File: config.mk
export PLATFORM = sky130hd
export DESIGN_NAME = ct_ebiu_cawt_ctrl
export DESIGN_NICKNAME = d
export VERILOG_FILES = /design/src/rtl/ct_ebiu_cawt_ctrl.sv
export SDC_FILE = /design/constraint.sdc
export NUM_CORES = 1
export LEC_CHECK = 0
export BUFFER_PORTS_ARGS = -buffer_cell sky130_fd_sc_hd__buf_2
export CAP_MARGIN = 20
export CORE_UTILIZATION = 44
export CTS_CLUSTER_DIAMETER = 120
export CTS_CLUSTER_SIZE = 24
export DETAILED_ROUTE_END_ITERATION = 16
export PLACE_DENSITY = 0.9
export SLEW_MARGIN = 20
export SYNTH_ARGS = -nofsm -noshare
export SYNTH_HDL_FRONTEND = slang
export SYNTH_SLANG_ARGS = --single-unit
File: constraint.sdc
create_clock -name forever_cpuclk -period 2.6 [get_ports forever_cpuclk]
set_input_delay 0.52 -clock forever_cpuclk [delete_from_list [all_inputs] [get_ports forever_cpuclk]]
set_output_delay 0.52 -clock forever_cpuclk [all_outputs]
set_load 0.05 [all_outputs]
File: src/rtl/ct_ebiu_cawt_ctrl.sv
// CA write table controller: allocates entries to non-cacheable writes, retires
// them on write responses, holds off colliding reads and drains on sync.
module ct_ebiu_cawt_ctrl #(
   parameter int ENTRY_NUM = 8,
   parameter int IDW       = 3,
   parameter int CNTW      = 4
) (
   input  logic                 forever_cpuclk,
   input  logic                 cpurst,
   input  logic                 aw_vld,
   input  logic [7:0]           aw_idx,
   output logic                 aw_ready,
   output logic [IDW-1:0]       aw_id,
   output logic [ENTRY_NUM-1:0] cawt_create_en,
   output logic [ENTRY_NUM-1:0] cawt_create_dp_en,
   input  logic                 b_vld,
   input  logic [IDW-1:0]       b_id,
   output logic [ENTRY_NUM-1:0] cawt_pop_en,
   input  logic [ENTRY_NUM-1:0] ca_rd_addr_hit_cawt,
   input  logic                 ar_vld,
   input  logic [7:0]           ar_idx,
   output logic                 ar_stall,
   input  logic                 sync_req,
   output logic                 sync_ack,
   output logic                 cawt_full,
   output logic                 cawt_empty,
   output logic [CNTW-1:0]      cawt_cnt,
   output logic                 b_err
);

   typedef enum logic [1:0] {
      ST_IDLE  = 2'd0,
      ST_DRAIN = 2'd1,
      ST_ACK   = 2'd2
   } state_t;

   state_t                 state_q;
   logic [ENTRY_NUM-1:0]   vld_q, vld_d;
   logic [CNTW-1:0]        cnt_q, cnt_d;
   logic                   b_err_q;
   logic                   sync_ack_q;

   logic                   sel_found;
   logic [IDW-1:0]         sel_id;
   logic                   pop_valid;
   logic [ENTRY_NUM-1:0]   create_oh;
   logic [ENTRY_NUM-1:0]   pop_oh;

   // Lowest-index free entry wins; scanning downward lets the last hit stick.
   always_comb begin
      sel_found = 1'b0;
      sel_id    = '0;
      for (int i = ENTRY_NUM - 1; i >= 0; i--) begin
         if (!vld_q[i]) begin
            sel_found = 1'b1;
            sel_id    = IDW'(i);
         end
      end
   end

   // Allocation is gated by reset so nothing is granted while the table is being cleared.
   assign aw_ready  = ~cpurst & aw_vld & sel_found & (state_q == ST_IDLE) & ~sync_req;
   assign create_oh = aw_ready ? ({{(ENTRY_NUM-1){1'b0}}, 1'b1} << sel_id) : '0;

   // A response for an entry that is not valid is reported, never popped.
   assign pop_valid = b_vld & vld_q[b_id];
   assign pop_oh    = pop_valid ? ({{(ENTRY_NUM-1){1'b0}}, 1'b1} << b_id) : '0;

   assign vld_d = (vld_q | create_oh) & ~pop_oh;
   assign cnt_d = cnt_q + {{(CNTW-1){1'b0}}, aw_ready} - {{(CNTW-1){1'b0}}, pop_valid};

   assign ar_stall = ar_vld & ((|(ca_rd_addr_hit_cawt & vld_q & ~pop_oh)) |
                               (aw_ready & (aw_idx == ar_idx)));

   always_ff @(posedge forever_cpuclk or posedge cpurst) begin
      if (cpurst) begin
         state_q    <= ST_IDLE;
         vld_q      <= '0;
         cnt_q      <= '0;
         b_err_q    <= 1'b0;
         sync_ack_q <= 1'b0;
      end else begin
         vld_q      <= vld_d;
         cnt_q      <= cnt_d;
         b_err_q    <= b_vld & ~vld_q[b_id];
         sync_ack_q <= 1'b0;
         case (state_q)
            ST_IDLE: begin
               if (sync_req) state_q <= ST_DRAIN;
            end
            ST_DRAIN: begin
               if (cnt_q == '0) begin
                  state_q    <= ST_ACK;
                  sync_ack_q <= 1'b1;
               end
            end
            ST_ACK:  state_q <= ST_IDLE;
            default: state_q <= ST_IDLE;
         endcase
      end
   end

   assign aw_id             = sel_id;
   assign cawt_create_en    = create_oh;
   assign cawt_create_dp_en = create_oh;
   assign cawt_pop_en       = pop_oh;
   assign sync_ack          = sync_ack_q;
   assign cawt_full         = &vld_q;
   assign cawt_empty        = ~|vld_q;
   assign cawt_cnt          = cnt_q;
   assign b_err             = b_err_q;

endmodule

Word level (Yosys, flattened, before mapping)
Index checks and enable logic that the tools add are counted.

Add/sub/neg operators: 2. Bitwise logic cells: 17. Order comparisons: 1. Muxes and demuxes: 25. Shift operators: 2. Reduce and logical (&&, ||, !) cells: 7. Equal/unequal tests: 4.

Operator list (count): bitwise AND 8 bit (3); two-way mux 3 bit (8); two-way mux 8 bit (2); OR reduction 8 bit (2); << shifter 1 x 3 -> 8 bit (first input constant) (2); two-way mux 1 bit (11); bitwise AND 1 bit (8); equality test 8 bit (1); NOT 8 bit (1); bitwise OR 8 bit (1); AND reduction 8 bit (1); adder 4 x 1 -> 4 bit (1); logical NOT 4 bit (1); less-than comparator 3 x 4 -> 1 bit (second input constant) (1); two-way mux 2 bit (2); != test 2 bit (second input constant) (2); one-hot mux 2 bit (2 select lines) (1); subtractor 4 x 1 -> 4 bit (1); binary-select mux 1 bit (select 3 bit) (1); NOT 1 bit (3); equality test 2 x 1 -> 1 bit (second input constant) (1); logical NOT 2 bit (1); AND reduction 2 bit (1); logical NOT 1 bit (1); bitwise OR 1 bit (1).

Bits of input ports: 33. Register bits after elaboration: 16. Output and inout port bits: 37. Word-level logic and storage cells: 63.

Depth between registers and ports, before layout
Gate-level depths: netlist of run 1.

Word-level depth: 14. Gate-level depth with buffers: 12. Depth with buffers taken out: 11.

Worst setup path before layout of run 1
Ideal clock, no wire load.

Path kind: reg-to-output. Start point: register vld_q[7]. End point: output port cawt_create_en[5]. Cell stages (with the launch flop): 8. Data required time: 2.080 ns. Slack: -1.947 ns. Arrival: 4.027 ns. Buffers on the path: 2. Cells stage by stage: dfrtp_1 -> buf_2 -> nand2b_1 -> a21boi_0 -> o21ai_0 -> a21oi_1 -> nor4b_1 -> buf_4.

Elaborated cells on any way between the ends: 21. Those cells by class: shift: 1; mux: 17; bitwise: 3.

RTL lines: start, declared (line 38) `logic [ENTRY_NUM-1:0] vld_q, vld_d;`; start signal, assigned (line 83) `vld_q <= vld_d;`; two-way mux 3 bit (8 in a row) (line 54) `if (!vld_q[i]) begin`; via aw_id[0] (line 13) `output logic [IDW-1:0] aw_id,`; << shifter 1 x 3 -> 8 bit (line 63) `assign create_oh = aw_ready ? ({{(ENTRY_NUM-1){1'b0}}, 1'b1} << sel_id) : '0;`; two-way mux 8 bit (line 63); end, declared (line 14) `output logic [ENTRY_NUM-1:0] cawt_create_en,`.

The timed path passes the listed nets, and every way through them passes these cells.

Final worst setup path of run 1
Start point: register vld_q[2]. End point: output port ar_stall.

Cells in the longest elaborated chain, start to end: 9. Elaborated cells on any way between the ends: 17. Those cells by class: mux: 6; bitwise: 10; reduce/logical: 1.

RTL lines: binary-select mux 1 bit (select 3 bit) / two-way mux 1 bit (equally long branches) (line 66, 54); two-way mux 1 bit, on equally long branches (line 66, 54); bitwise AND 1 bit / two-way mux 1 bit (equally long branches) (line 66, 54); two-way mux 8 bit / bitwise AND 1 bit (equally long branches) (line 67, 62); NOT 8 bit / bitwise AND 1 bit (equally long branches) (line 72, 62); bitwise AND 8 bit / bitwise AND 1 bit (equally long branches) (line 72, 62); OR reduction 8 bit / bitwise AND 1 bit (equally long branches) (line 72, 73); bitwise OR 1 bit * (line 72) `assign ar_stall = ar_vld & ((|(ca_rd_addr_hit_cawt & vld_q & ~pop_oh)) |`; bitwise AND 1 bit * (line 72); end, declared (line 22) `output logic ar_stall,`.

Mark *: on every way between the ends. The rest lies on a longest branch, timed or not. The select of a mux whose other input is x is not followed.

==> summary by stage, run 1 <==
Setup path
The worst setup path is captured at an output port. Counting both buffers and inverters, the worst setup path holds a total of 1. The most frequent cell on the critical path is sky130_fd_sc_hd__nor2_4.

The logic depth of the worst register-to-register path is 10. The kind of cell with the highest combined delay along the critical path is simple AND/OR/NAND/NOR gates. The startpoint type of the worst setup path is a flip-flop. The worst setup path is of the flip-flop to output port kind.

For the worst setup path, the data required time is 2.08 ns. Traced cell by cell, the critical path runs through nand4_1 > nor2_4 > nor2_4 > a32o_1 > or4_1 > o21a_2 > buf_8. The delay contributed by the slowest stage of the critical path is 0.46 ns.

The critical-path maximum fanout is 5. For the worst setup path, the data arrival time is 2.20 ns. The depth of the critical timing path with buffers and inverters included is 7. The master of the slowest instance on the critical path is sky130_fd_sc_hd__or4_1. The setup check on the worst reg-to-reg path leaves a slack of 0.20 ns.

Global route
The first global-routing pass estimated 6160 um of wire. The aggregate global routing overflow is 0. The number of antenna violations at the first check in global routing is 0. The pin count of the biggest net entering global routing is 17.

The via count of the first global-routing pass was 1405. Across every metal layer, demand over resource in global routing totals 0.255.

Outcome
The checks that failed: setup timing. The run finished, with violations left.

STA
Dividing the final minimum period by the clock period gives 1.05. The final worst clock skew is 0.000713 ns. At the pin with the least slew margin, the transition time is 0.611 ns. The total count of max-transition violations in the final report is 0. The count of final hold-check violations is 0. Setup repair after global routing could not meet its margin everywhere. The number of setup violations in the final report is 1. The setup slack after layout is -0.117 ns.

Derived from the worst setup path, the maximum achievable clock frequency is 0.368 GHz. The post-route minimum period is 2.72 ns. The headroom to the max-slew limit is 0.592.

Synth
The summed instance area of the synthesized netlist is 0.00128 mm2. In the post-synthesis netlist, the biggest area contributors are sky130_fd_sc_hd__dfrtp_1 (31%), sky130_fd_sc_hd__xor2_1 (6.8%), sky130_fd_sc_hd__nor2_1 (5.6%). The synthesized design contains 16 register bits. The mean area per synthesized cell is 8.37 um2. The number of nets in the synthesized netlist is 192. The share of the Yosys chip area taken by registers is 0.313.

During synthesis, Yosys emitted a total of 0 warnings. The most used flip-flop cell after synthesis is sky130_fd_sc_hd__dfrtp_1. Of all flip-flops after synthesis, the portion carrying an async set or reset was 1.00.

Of the post-synthesis cell area, the dominant cell type holds 0.313. The number of enable-type register cells in the synthesized netlist is 0. The number of distinct library cells after synthesis is 41. The number of instances in the synthesized netlist is 153. The largest area contributor in the netlist is sky130_fd_sc_hd__dfrtp_1.

Power
The portion of total power attributed to combinational logic is 0.625. Power spread over the standard cell area amounts to 733 mW/mm2. The leakage component of the power is 1.11 nW.

Of the total power, registers draw 0.267. The switching share of total power is 0.494. The switching power is 0.752 mW. The internal power of the cells totals 0.769 mW.

IR analysis of the VDD net gives a maximum drop of 0.000824 V. The post-route total power is 1.52 mW. Of the total power, the clock network draws 0.108.

Final layout
The net count of the finished layout is 289. Measured on the finished design, the core utilization comes to 0.753. Of the cells placed in the final design, the portion with a size suffix greater than 1 is 0.550.

After routing the design area is 0.00208 mm2. From synthesis to final layout, the design area changed by 62.2%. The number of antenna diodes in the final layout is 0. The final cell count without fillers is 280. Fill cells in the final layout number 196.

Placed design
In this run the cell area measured after placement is 0.00184 mm2. The number of placed cells counting well taps is 265. Routability-driven placement finished with a final weighted congestion of 0.906. OpenSTA, run right after detailed placement, puts the worst setup slack at -0.119 ns. The HPWL after detailed placement is 3040 um.

The number of buffer cells added on primary ports is 69.

Die
The horizontal die dimension is 55.9 um. Row generation in the floorplan step produced 19 rows. The die outline height is 55.9 um. The placeable core area is 0.00276 mm2.

The initial standard-cell utilization of the core is 0.464. The die covers 0.00313 mm2. The number of top-level pins is 70.

CTS
The root buffer cell chosen for the clock tree is sky130_fd_sc_hd__clkbuf_4. The clock net in this run drives a total of 16 sinks. Counting along the longest clock path gives a buffer depth of 2.

For this design, the CTS-stage hold fixing added 0 buffers. After clock tree synthesis, the clock-pin slew on the worst setup and hold paths is 0.09 ns. The clock latency on the worst-skew pair is 0.28 ns. In this run the number of H-tree levels came out at 1. TritonCTS built the clock tree.

The TritonCTS buffer count is 3.

Detailed routing
The number of DRC markers in iteration 0 is 70. The wire length the detailed router placed on met1 is 1520 um. The routed design uses 298 um of met3 wire. In the routed layout, each cell is associated on average with a via count of 5.41. The via total after detailed routing is 1516. Dividing the detail-routed wire length by the instance count gives 13.8 um.

The length of the first detailed-routing pass in iterations is 4. The total wirelength of the detailed-routed design is 3850 um. The count of nets left with antenna violations once routing finished came out at 0.

The wire length on met2 is 1990 um. The topmost layer with routed signal wires is met4. In the routed design, unresolved DRC markers number 0.

Job
The number of maximum-capacitance constraint violations is 0.

Hold path
In this run the worst hold path is classified as input port to async pin.
-- state kept, by name, summed over array words and instances, names as in the netlist --
signal and flops:
state_q 2, vld_q 8, cawt_cnt 4, sync_ack 1, b_err 1
-- cells by family (layout without fill, tap and decap cells) --
| kind of cell | Yosys count | after routing | synth area share |
|---|---|---|---|
| flops | 16 | 16 | 0.313 |
| buf+inv | 28 | 124 | 0.116 |
| mux | 2 | 2 | 0.0254 |
| xor+xnor | 10 | 10 | 0.0684 |
| compound gates | 30 | 30 | 0.160 |
| simple gates | 61 | 61 | 0.252 |
| fa+ha+maj | 6 | 6 | 0.0645 |
-- area by class of cell --
cell class,instances,area [um2],share of cell area
clock buffer,4,36.3,0.0175
inverter,14,52.6,0.0253
multi-input combinational,109,867,0.418
sequential,16,403,0.194
tap,31,38.8,0.0187
timing repair buffer,106,678,0.327
-- stage by stage --
step           hold WS (ns)  setup TNS [ns]
2_1_floorplan         0.434           -1.08
3_3_place_gp          0.458          -0.141
3_5_place_dp          0.477          -0.165
4_1_cts               0.307         -0.0892
5_1_grt               0.331          -0.531
6_report              0.302          -0.117
-- cell usage after synthesis, types with 2 or more instances --
cell and number:
sky130_fd_sc_hd__and2_1 4, sky130_fd_sc_hd__nor2_1 19, sky130_fd_sc_hd__buf_4 8, sky130_fd_sc_hd__or4_1 3, sky130_fd_sc_hd__a31oi_1 2, sky130_fd_sc_hd__o22ai_1 2, sky130_fd_sc_hd__xor2_1 10, sky130_fd_sc_hd__ha_1 5
sky130_fd_sc_hd__nor3_1 4, sky130_fd_sc_hd__inv_1 14, sky130_fd_sc_hd__a21oi_1 8, sky130_fd_sc_hd__o21ai_0 3, sky130_fd_sc_hd__nand4_1 2, sky130_fd_sc_hd__dfrtp_1 16, sky130_fd_sc_hd__buf_2 5, sky130_fd_sc_hd__nand3_1 2
sky130_fd_sc_hd__nand2_1 12, sky130_fd_sc_hd__and4b_1 2, sky130_fd_sc_hd__o21a_1 2, sky130_fd_sc_hd__nor4_1 4, sky130_fd_sc_hd__o21ba_2 2, sky130_fd_sc_hd__nand2b_1 3, sky130_fd_sc_hd__a21o_1 2, sky130_fd_sc_hd__a211oi_1 2
-- layer usage --
| metal | track usage | up-vias |
|---|---|---|
| met4 | 0.0871 | 0 |
| met1 | 0.311 | 704 |
| met5 | 0 | - |
| met2 | 0.461 | 79 |
| li1 | - | 729 |
| met3 | 0.0349 | 4 |
-- layout by cell type, fill, tap and decap left out, drive strengths merged, types with 2 or more instances in the layout --
cell type / netlist / layout
a21oi: 8 / 8
nor2: 19 / 19
o21ai: 3 / 3
a31oi: 2 / 2
nand4: 2 / 2
nand3: 3 / 3
ha: 5 / 5
o21a: 2 / 2
nand2: 12 / 12
and4b: 2 / 2
dfrtp: 16 / 16
inv: 14 / 14
and2: 4 / 4
buf: 14 / 103
nor3: 4 / 4
or4: 3 / 3
o21ba: 2 / 2
a211oi: 2 / 2
o22ai: 2 / 2
a21o: 2 / 2
xor2: 10 / 10
nor4: 4 / 4
clkbuf: 0 / 7
nand2b: 3 / 3
-- power groups by stage --
stage	logic [mW]	clock network, mW	registers (mW)
finish	0.951	0.164	0.406
global route	1.03	0.182	0.415
global placement	0.836	0	0.408
floorplan	0.537	0	0.506
detailed placement	0.859	0	0.413
CTS	0.908	0.168	0.404
-- path summary, 6_finish.rpt --
kind,start,endpoint
min in group forever_cpuclk,state_q[1]$_DFFE_PP0P_,state_q[0]$_DFFE_PP0P_
worst min-delay path,cpurst,sync_ack$_DFF_PP0_
worst max register to register,vld_q[3]$_DFF_PP0_,cawt_cnt[2]$_DFF_PP0_
max in group asynchronous,cpurst,vld_q[3]$_DFF_PP0_
worst max-delay path,vld_q[2]$_DFF_PP0_,ar_stall
worst min register to register,state_q[1]$_DFFE_PP0P_,state_q[0]$_DFFE_PP0P_
-- repair_timing --
action | in CTS | in global routing
setup buffers | 7 | 4
gates resized for setup | 12 | 24
pin swaps | 5 | 6
endpoints found under the setup margin | 7 | 12
(Power assumes the default switching activity.)
==> run 2: changes to the inputs <==
--- a/config.mk
+++ b/config.mk
@@ -5,13 +5,14 @@
 export SDC_FILE = /design/constraint.sdc
 export NUM_CORES = 1
 export LEC_CHECK = 0
-export BUFFER_PORTS_ARGS = -buffer_cell sky130_fd_sc_hd__buf_2
 export CAP_MARGIN = 20
-export CORE_UTILIZATION = 44
+export CORE_UTILIZATION = 62
 export CTS_CLUSTER_DIAMETER = 120
 export CTS_CLUSTER_SIZE = 24
 export DETAILED_ROUTE_END_ITERATION = 16
-export PLACE_DENSITY = 0.9
+export DONT_BUFFER_PORTS = 1
+export MAX_ROUTING_LAYER = met4
+export PLACE_DENSITY = 0.89
 export SLEW_MARGIN = 20
 export SYNTH_ARGS = -nofsm -noshare
 export SYNTH_HDL_FRONTEND = slang
==> summary by stage, run 2 (synthesis gave the netlist of run 1 again) <==
Outcome
Result of the run: finished with violations (unchanged). Failing checks: setup timing (unchanged).

Final layout
The net count reported at finish is 219 (was 289). The fraction of the core area covered by cells at the end of the flow came to 0.909 (was 0.753). The most frequent standard cell in the layout excluding fill and tap cells is sky130_fd_sc_hd__buf_4 (was sky130_fd_sc_hd__buf_2). The most flop-heavy register is vld_q (unchanged). The flip-flop count of the largest register after layout was 8 (unchanged).

The total inserted antenna cells was 0 (unchanged). The number of fill cells in the layout is 80 (was 196). Highest-count cells in the layout ignoring fill and taps: sky130_fd_sc_hd__buf_4 (29), sky130_fd_sc_hd__inv_1 (14), sky130_fd_sc_hd__dfrtp_1 (13) (was sky130_fd_sc_hd__buf_2 (59), sky130_fd_sc_hd__buf_4 (38), sky130_fd_sc_hd__nor2_1 (14), sky130_fd_sc_hd__inv_1 (14), sky130_fd_sc_hd__dfrtp_1 (14)).

The fraction of final layout cells with drive strength greater than 1 is 0.419 (was 0.550). The final design area excluding fillers is 0.00176 mm2 (was 0.00208 mm2). The area growth from synthesis to layout is 37.8% (was 62.2%).

Die
The die outline height is 47.4 um (was 55.9 um). The number of top-level pins came to 70 (unchanged). The initial standard-cell utilization of the core was 0.659 (was 0.464).

The total die area came to 0.00225 mm2 (was 0.00313 mm2). The horizontal die dimension is 47.4 um (was 55.9 um). The cell row count is 16 (was 19). The placeable core area is 0.00194 mm2 (was 0.00276 mm2).

Detailed routing
The via total after detailed routing is 1360 (was 1516). The antenna violation net count after detailed routing is 0 (unchanged). The final routed wire length divided by cell count came to 20.4 um (was 13.8 um). The total wirelength of the detailed-routed design is 4210 um (was 3850 um).

The detailed-route vias per instance came to 6.60 (was 5.41). The remaining design rule violation count is 0 (unchanged). The length of the first detailed-routing pass in iterations is 4 (unchanged).

The number of DRC markers in iteration 0 is 53 (was 70).

CTS
The clock tree from TritonCTS is yes (unchanged). The clock-pin slew of the registers on the worst-case setup and hold paths came to 0.10 ns (was 0.09 ns). The TritonCTS buffer count is 3 (unchanged).

The maximum clock insertion buffer count is 2 (unchanged). The total number of H-tree levels is 1 (unchanged). The cell at the root of the clock tree is sky130_fd_sc_hd__clkbuf_4 (unchanged).

The clock latency on the worst-skew pair is 0.29 ns (was 0.28 ns). The number of clock sinks is 16 (unchanged).

Setup path
The delay contributed by the slowest stage of the critical path came to 0.78 ns (was 0.46 ns). The data required time at the worst endpoint is 2.08 ns (about the same). The data arrival time at the worst-slack endpoint is 2.12 ns (was 2.20 ns). The sort of element at the end of the critical path is an output port (unchanged).

The critical-path maximum fanout is 6 (was 5). The gate family responsible for the most delay along the worst path was simple AND/OR/NAND/NOR gates (unchanged). Critical Path, Cell by Cell: buf_6 > mux4_2 > nand3_2 > buf_4 > nor2_1 (was nand4_1 > nor2_4 > nor2_4 > a32o_1 > or4_1 > o21a_2 > buf_8). The number of buffer and inverter stages on the critical path is 2 (was 1). The class of the most critical setup path is flip-flop to output port (unchanged). The startpoint type of the worst setup path is a flip-flop (unchanged). The master of the slowest instance on the critical path is sky130_fd_sc_hd__nor2_1 (was sky130_fd_sc_hd__or4_1).

Global route
The number of antenna violations at the first check in global routing came to 0 (unchanged). The aggregate global routing overflow was 0 (unchanged). The total routing usage reported by global routing is 0.381 (was 0.255). The wire length of the first global-routing pass is 5660 um (was 6160 um).

The via count of the first global-routing pass came to 1282 (was 1405). The pin count of the biggest net entering global routing is 17 (unchanged).

STA
Setup repair after global routing missed its margin: yes (unchanged). The final worst clock skew is 0.00133 ns (was 0.000713 ns). The slew at the pin closest to its max-slew limit came to 1.04 ns (was 0.611 ns). The highest achievable clock rate is 0.378 GHz (was 0.368 GHz).

The setup slack after layout came to -0.0448 ns (was -0.117 ns). The headroom to the max-slew limit is 0.306 (was 0.592). The post-route minimum period is 2.64 ns (was 2.72 ns). The number of setup violations in the final report came to 2 (was 1). The total count of max-transition violations in the final report came to 0 (unchanged).

The count of final hold-check violations is 0 (unchanged). The final period utilization was 1.02 (was 1.05). The sum of negative setup slack is -0.0704 ns (was -0.117 ns).

Placed design
The number of buffer cells added on primary ports is 0 (was 69). The placer congestion estimate was 0.943 (was 0.906). The cell area reported after detailed placement is 0.00159 mm2 (was 0.00184 mm2). The half-perimeter wire length after placement is 2830 um (was 3040 um).

Power
The leakage component of the power is 0.800 nW (was 1.11 nW). The power per cell area was 887 mW/mm2 (was 733 mW/mm2). The peak supply drop is 0.00105 V (was 0.000824 V).

Hold path
The path class of the lowest-slack min-delay path is input port to async pin (unchanged).

Job
The number of maximum-capacitance constraint violations was 0 (unchanged).
-- run 2: cell count changes in the layout (fill, tap and decap cells not counted), sizes merged --
cell | previous run | this run
clkbuf | 7 | 4
buf | 103 | 36
-- run 2: path summary, 6_finish.rpt --
path,slack (ns),end,cells past startpoint,from
worst max-delay path,-0.04,cawt_pop_en[2],5,vld_q[1]$_DFF_PP0_
worst min-delay path,0.17,sync_ack$_DFF_PP0_,1,cpurst
worst max register to register,0.09,cawt_cnt[2]$_DFF_PP0_,11,vld_q[1]$_DFF_PP0_
worst min register to register,0.54,state_q[0]$_DFFE_PP0P_,1,state_q[1]$_DFFE_PP0P_
max in group asynchronous,2.00,vld_q[0]$_DFF_PP0_,1,cpurst
min in group forever_cpuclk,0.36,b_err$_DFF_PP0_,1,b_vld
-- run 2: power by group --
part / total [mW] / switching (mW) / internal, mW
clock: 0.171 / 0.0852 / 0.0854
combinational: 0.877 / 0.523 / 0.354
sequential: 0.517 / 0.187 / 0.330
-- run 2: final cells by class --
type                            count  area, um2  share of cell area
Tap cell                           27       33.8              0.0191
Sequential cell                    16        404               0.229
Multi-Input combinational cell    109        888               0.504
Clock buffer                        4       36.3              0.0206
Timing Repair Buffer               36        349               0.198
Inverter                           14       52.6              0.0298
-- run 2: per-stage QoR --
stage          hold slack (ns)  std cells  setup slack [ns]  power (mW)
2_1_floorplan            0.434        153            -0.385        1.04
3_3_place_gp             0.455        192             0.124        1.19
3_5_place_dp             0.479        192            0.0265        1.24
4_1_cts                  0.181        200           -0.0602        1.45
5_1_grt                  0.237        206           -0.0728        1.65
6_report                 0.174        206           -0.0448        1.56
-- run 2: timing repair --
action                                  4_1_cts  5_1_grt
setup buffers                                 4        6
pin swaps                                     6        9
hold buffers                                  0        0
resized for setup                             6       14
endpoints found under the setup margin        1       12
-- run 2: layer usage --
| layer | wire length (um) | part of all wire | global-route usage | vias up |
|---|---|---|---|---|
| met3 | 418 | 0.099 | 0.0943 | 31 |
| met4 | 235 | 0.056 | 0.223 | 0 |
| met1 | 1420 | 0.34 | 0.422 | 633 |
| met2 | 2130 | 0.51 | 0.619 | 114 |
| met5 | 0 | 0 | - | - |
| li1 | - | - | - | 582 |
==> run 3: changes to the inputs <==
--- a/config.mk
+++ b/config.mk
@@ -6,7 +6,9 @@
 export NUM_CORES = 1
 export LEC_CHECK = 0
 export CAP_MARGIN = 20
-export CORE_UTILIZATION = 62
+export CELL_PAD_IN_SITES_DETAIL_PLACEMENT = 1
+export CELL_PAD_IN_SITES_GLOBAL_PLACEMENT = 1
+export CORE_UTILIZATION = 43
 export CTS_CLUSTER_DIAMETER = 120
 export CTS_CLUSTER_SIZE = 24
 export DETAILED_ROUTE_END_ITERATION = 16
==> summary by stage, run 3 (synthesis gave the netlist of run 1 again) <==
Outcome
Result of the run: finished with violations (unchanged). Failing checks: setup timing (unchanged).

Placed design
The placer congestion estimate was 0.801 (was 0.943). The number of buffer cells added on primary ports is 0 (unchanged). The number of placed cells counting well taps came to 199 (was 192). The cell area reported after detailed placement was 0.00161 mm2 (was 0.00159 mm2). The half-perimeter wire length after placement is 3380 um (was 2830 um).

STA
The sum of negative setup slack was -0.188 ns (was -0.0704 ns). The post-route minimum period came to 2.77 ns (was 2.64 ns). The headroom to the max-slew limit is 0.371 (was 0.306).

The final period utilization came to 1.06 (was 1.02). Setup repair after global routing missed its margin: yes (unchanged). The setup slack after layout is -0.169 ns (was -0.0448 ns). The slew at the pin closest to its max-slew limit is 0.939 ns (was 1.04 ns). The count of final hold-check violations was 0 (unchanged). The final worst clock skew is 0.0113 ns (was 0.00133 ns).

The total count of max-transition violations in the final report was 0 (unchanged). The number of setup violations in the final report was 3 (was 2). The highest achievable clock rate is 0.361 GHz (was 0.378 GHz).

Die
The horizontal die dimension is 56.6 um (was 47.4 um). The initial standard-cell utilization of the core is 0.460 (was 0.659). The die outline height is 56.6 um (was 47.4 um). The number of top-level pins was 70 (unchanged). The placeable core area is 0.00278 mm2 (was 0.00194 mm2).

The total die area is 0.00320 mm2 (was 0.00225 mm2). The cell row count is 19 (was 16).

Hold path
The path class of the lowest-slack min-delay path is input port to async pin (unchanged).

Detailed routing
The total wirelength of the detailed-routed design is 5450 um (was 4210 um). The remaining design rule violation count is 0 (unchanged). The number of DRC markers in iteration 0 came to 50 (was 53). The final routed wire length divided by cell count was 25.3 um (was 20.4 um). The antenna violation net count after detailed routing is 0 (unchanged). The detailed-route vias per instance came to 6.45 (was 6.60).

The length of the first detailed-routing pass in iterations is 4 (unchanged). The via total after detailed routing is 1386 (was 1360).

Setup path
Critical Path, Cell by Cell: nand4_1 > nor2_4 > nor2_2 > a32o_1 > or4_4 > o21a_4 (was buf_6 > mux4_2 > nand3_2 > buf_4 > nor2_1). The master of the slowest instance on the critical path was sky130_fd_sc_hd__dfrtp_1 (was sky130_fd_sc_hd__nor2_1). The delay contributed by the slowest stage of the critical path was 0.45 ns (was 0.78 ns). The number of buffer and inverter stages on the critical path is 0 (was 2). The sort of element at the end of the critical path is an output port (unchanged). The startpoint type of the worst setup path is a flip-flop (unchanged). The gate family responsible for the most delay along the worst path is simple AND/OR/NAND/NOR gates (unchanged). The data required time at the worst endpoint is 2.08 ns (about the same). The class of the most critical setup path is flip-flop to output port (unchanged). The critical-path maximum fanout is 3 (was 6). The data arrival time at the worst-slack endpoint was 2.25 ns (was 2.12 ns).

CTS
The TritonCTS buffer count is 3 (unchanged). The maximum clock insertion buffer count came to 2 (unchanged). The clock-pin slew of the registers on the worst-case setup and hold paths is 0.12 ns (was 0.10 ns). The clock tree from TritonCTS is yes (unchanged). The total number of H-tree levels is 1 (unchanged). The clock latency on the worst-skew pair is 0.31 ns (was 0.29 ns). The cell at the root of the clock tree was sky130_fd_sc_hd__clkbuf_4 (unchanged).

The number of clock sinks is 16 (unchanged).

Global route
The via count of the first global-routing pass is 1398 (was 1282). The total routing usage reported by global routing came to 0.312 (was 0.381). The number of antenna violations at the first check in global routing came to 0 (unchanged). The aggregate global routing overflow is 0 (unchanged). The pin count of the biggest net entering global routing is 17 (unchanged). The wire length of the first global-routing pass is 7230 um (was 5660 um).

Final layout
The fraction of final layout cells with drive strength greater than 1 is 0.440 (was 0.419). The final design area excluding fillers is 0.00181 mm2 (was 0.00176 mm2). The net count reported at finish was 224 (was 219). The final cell count without fillers is 215 (was 206). Highest-count cells in the layout ignoring fill and taps: sky130_fd_sc_hd__buf_4 (35), sky130_fd_sc_hd__dfrtp_1 (14), sky130_fd_sc_hd__nor2_1 (12), sky130_fd_sc_hd__inv_1 (12), sky130_fd_sc_hd__nand2_1 (11) (was sky130_fd_sc_hd__buf_4 (29), sky130_fd_sc_hd__inv_1 (14), sky130_fd_sc_hd__dfrtp_1 (13)). The total inserted antenna cells is 0 (unchanged).

The most flop-heavy register is vld_q (unchanged). The area growth from synthesis to layout is 41.3% (was 37.8%). The most frequent standard cell in the layout excluding fill and tap cells is sky130_fd_sc_hd__buf_4 (unchanged). The flip-flop count of the largest register after layout is 8 (unchanged).

Power
The post-route total power is 1.69 mW (was 1.56 mW). The leakage component of the power was 0.824 nW (was 0.800 nW). The peak supply drop is 0.000720 V (was 0.00105 V). The power per cell area is 935 mW/mm2 (was 887 mW/mm2).

Job
The number of maximum-capacitance constraint violations is 0 (unchanged).
==> run 3: final cells by class <==
cell class	instances	area [um2]
fillers	310	972
flip-flops and latches	16	403
well taps	31	38.8
clock buffers	4	36.3
multi-input cells	109	905
inverters	14	52.6
repair buffers	41	374
==> run 3: metrics by stage <==
stage,hold WS [ns],utilization,worst slack [ns]
3_3_place_gp,0.451,0.578,0.120
3_5_place_dp,0.471,0.578,-0.0600
4_1_cts,0.192,0.606,-0.0601
6_report,0.174,0.650,-0.169
5_1_grt,0.229,0.650,-0.200
2_1_floorplan,0.434,-,-0.385
==> run 3: worst reg2reg max path: cells and delay by family, from the launching register on <==
kind	cells	cell delay (ns)
xor gates and xnor gates	1	0.21
and+or+nand+nor	2	0.19
muxes	1	0.53
adders and majority gates	3	0.81
buffers and inverters	1	0.04
DFF	1	0.48
AOI/OAI and AO/OA	2	0.20
==> run 3: metal layers <==
metal,vias to the layer above,GRT usage,wire (um)
li1,592,-,-
met1,663,0.368,2070
met2,103,0.533,2720
met3,28,0.0484,424
met4,0,0.118,231
met5,-,-,0
==> run 3: report_power, final <==
| part | internal (mW) | total, mW | switching [mW] |
|---|---|---|---|
| combinational | 0.381 | 1.01 | 0.631 |
| sequential | 0.329 | 0.493 | 0.164 |
| clock | 0.0856 | 0.186 | 0.101 |
==> run 3: what timing repair did <==
action / in CTS / in global routing
hold endpoints to repair: 0 / 0
pin swaps: 4 / 14
setup endpoints to repair: 7 / 7
resized for setup: 8 / 15
hold buffers: 0 / 0
buffers inserted: 3 / 9
==> run 3: path summary, 6_finish.rpt <==
kind | slack [ns] | endpoint | from | cells past startpoint
worst max-delay path | -0.17 | ar_stall | vld_q[4]$_DFF_PP0_ | 6
worst min-delay path | 0.17 | cawt_cnt[2]$_DFF_PP0_ | cpurst | 1
worst max register to register | 0.03 | cawt_cnt[2]$_DFF_PP0_ | vld_q[0]$_DFF_PP0_ | 10
worst min register to register | 0.50 | state_q[0]$_DFFE_PP0P_ | state_q[1]$_DFFE_PP0P_ | 1
max in group asynchronous | 1.95 | vld_q[1]$_DFF_PP0_ | cpurst | 1
min in group forever_cpuclk | 0.34 | b_err$_DFF_PP0_ | b_vld | 1
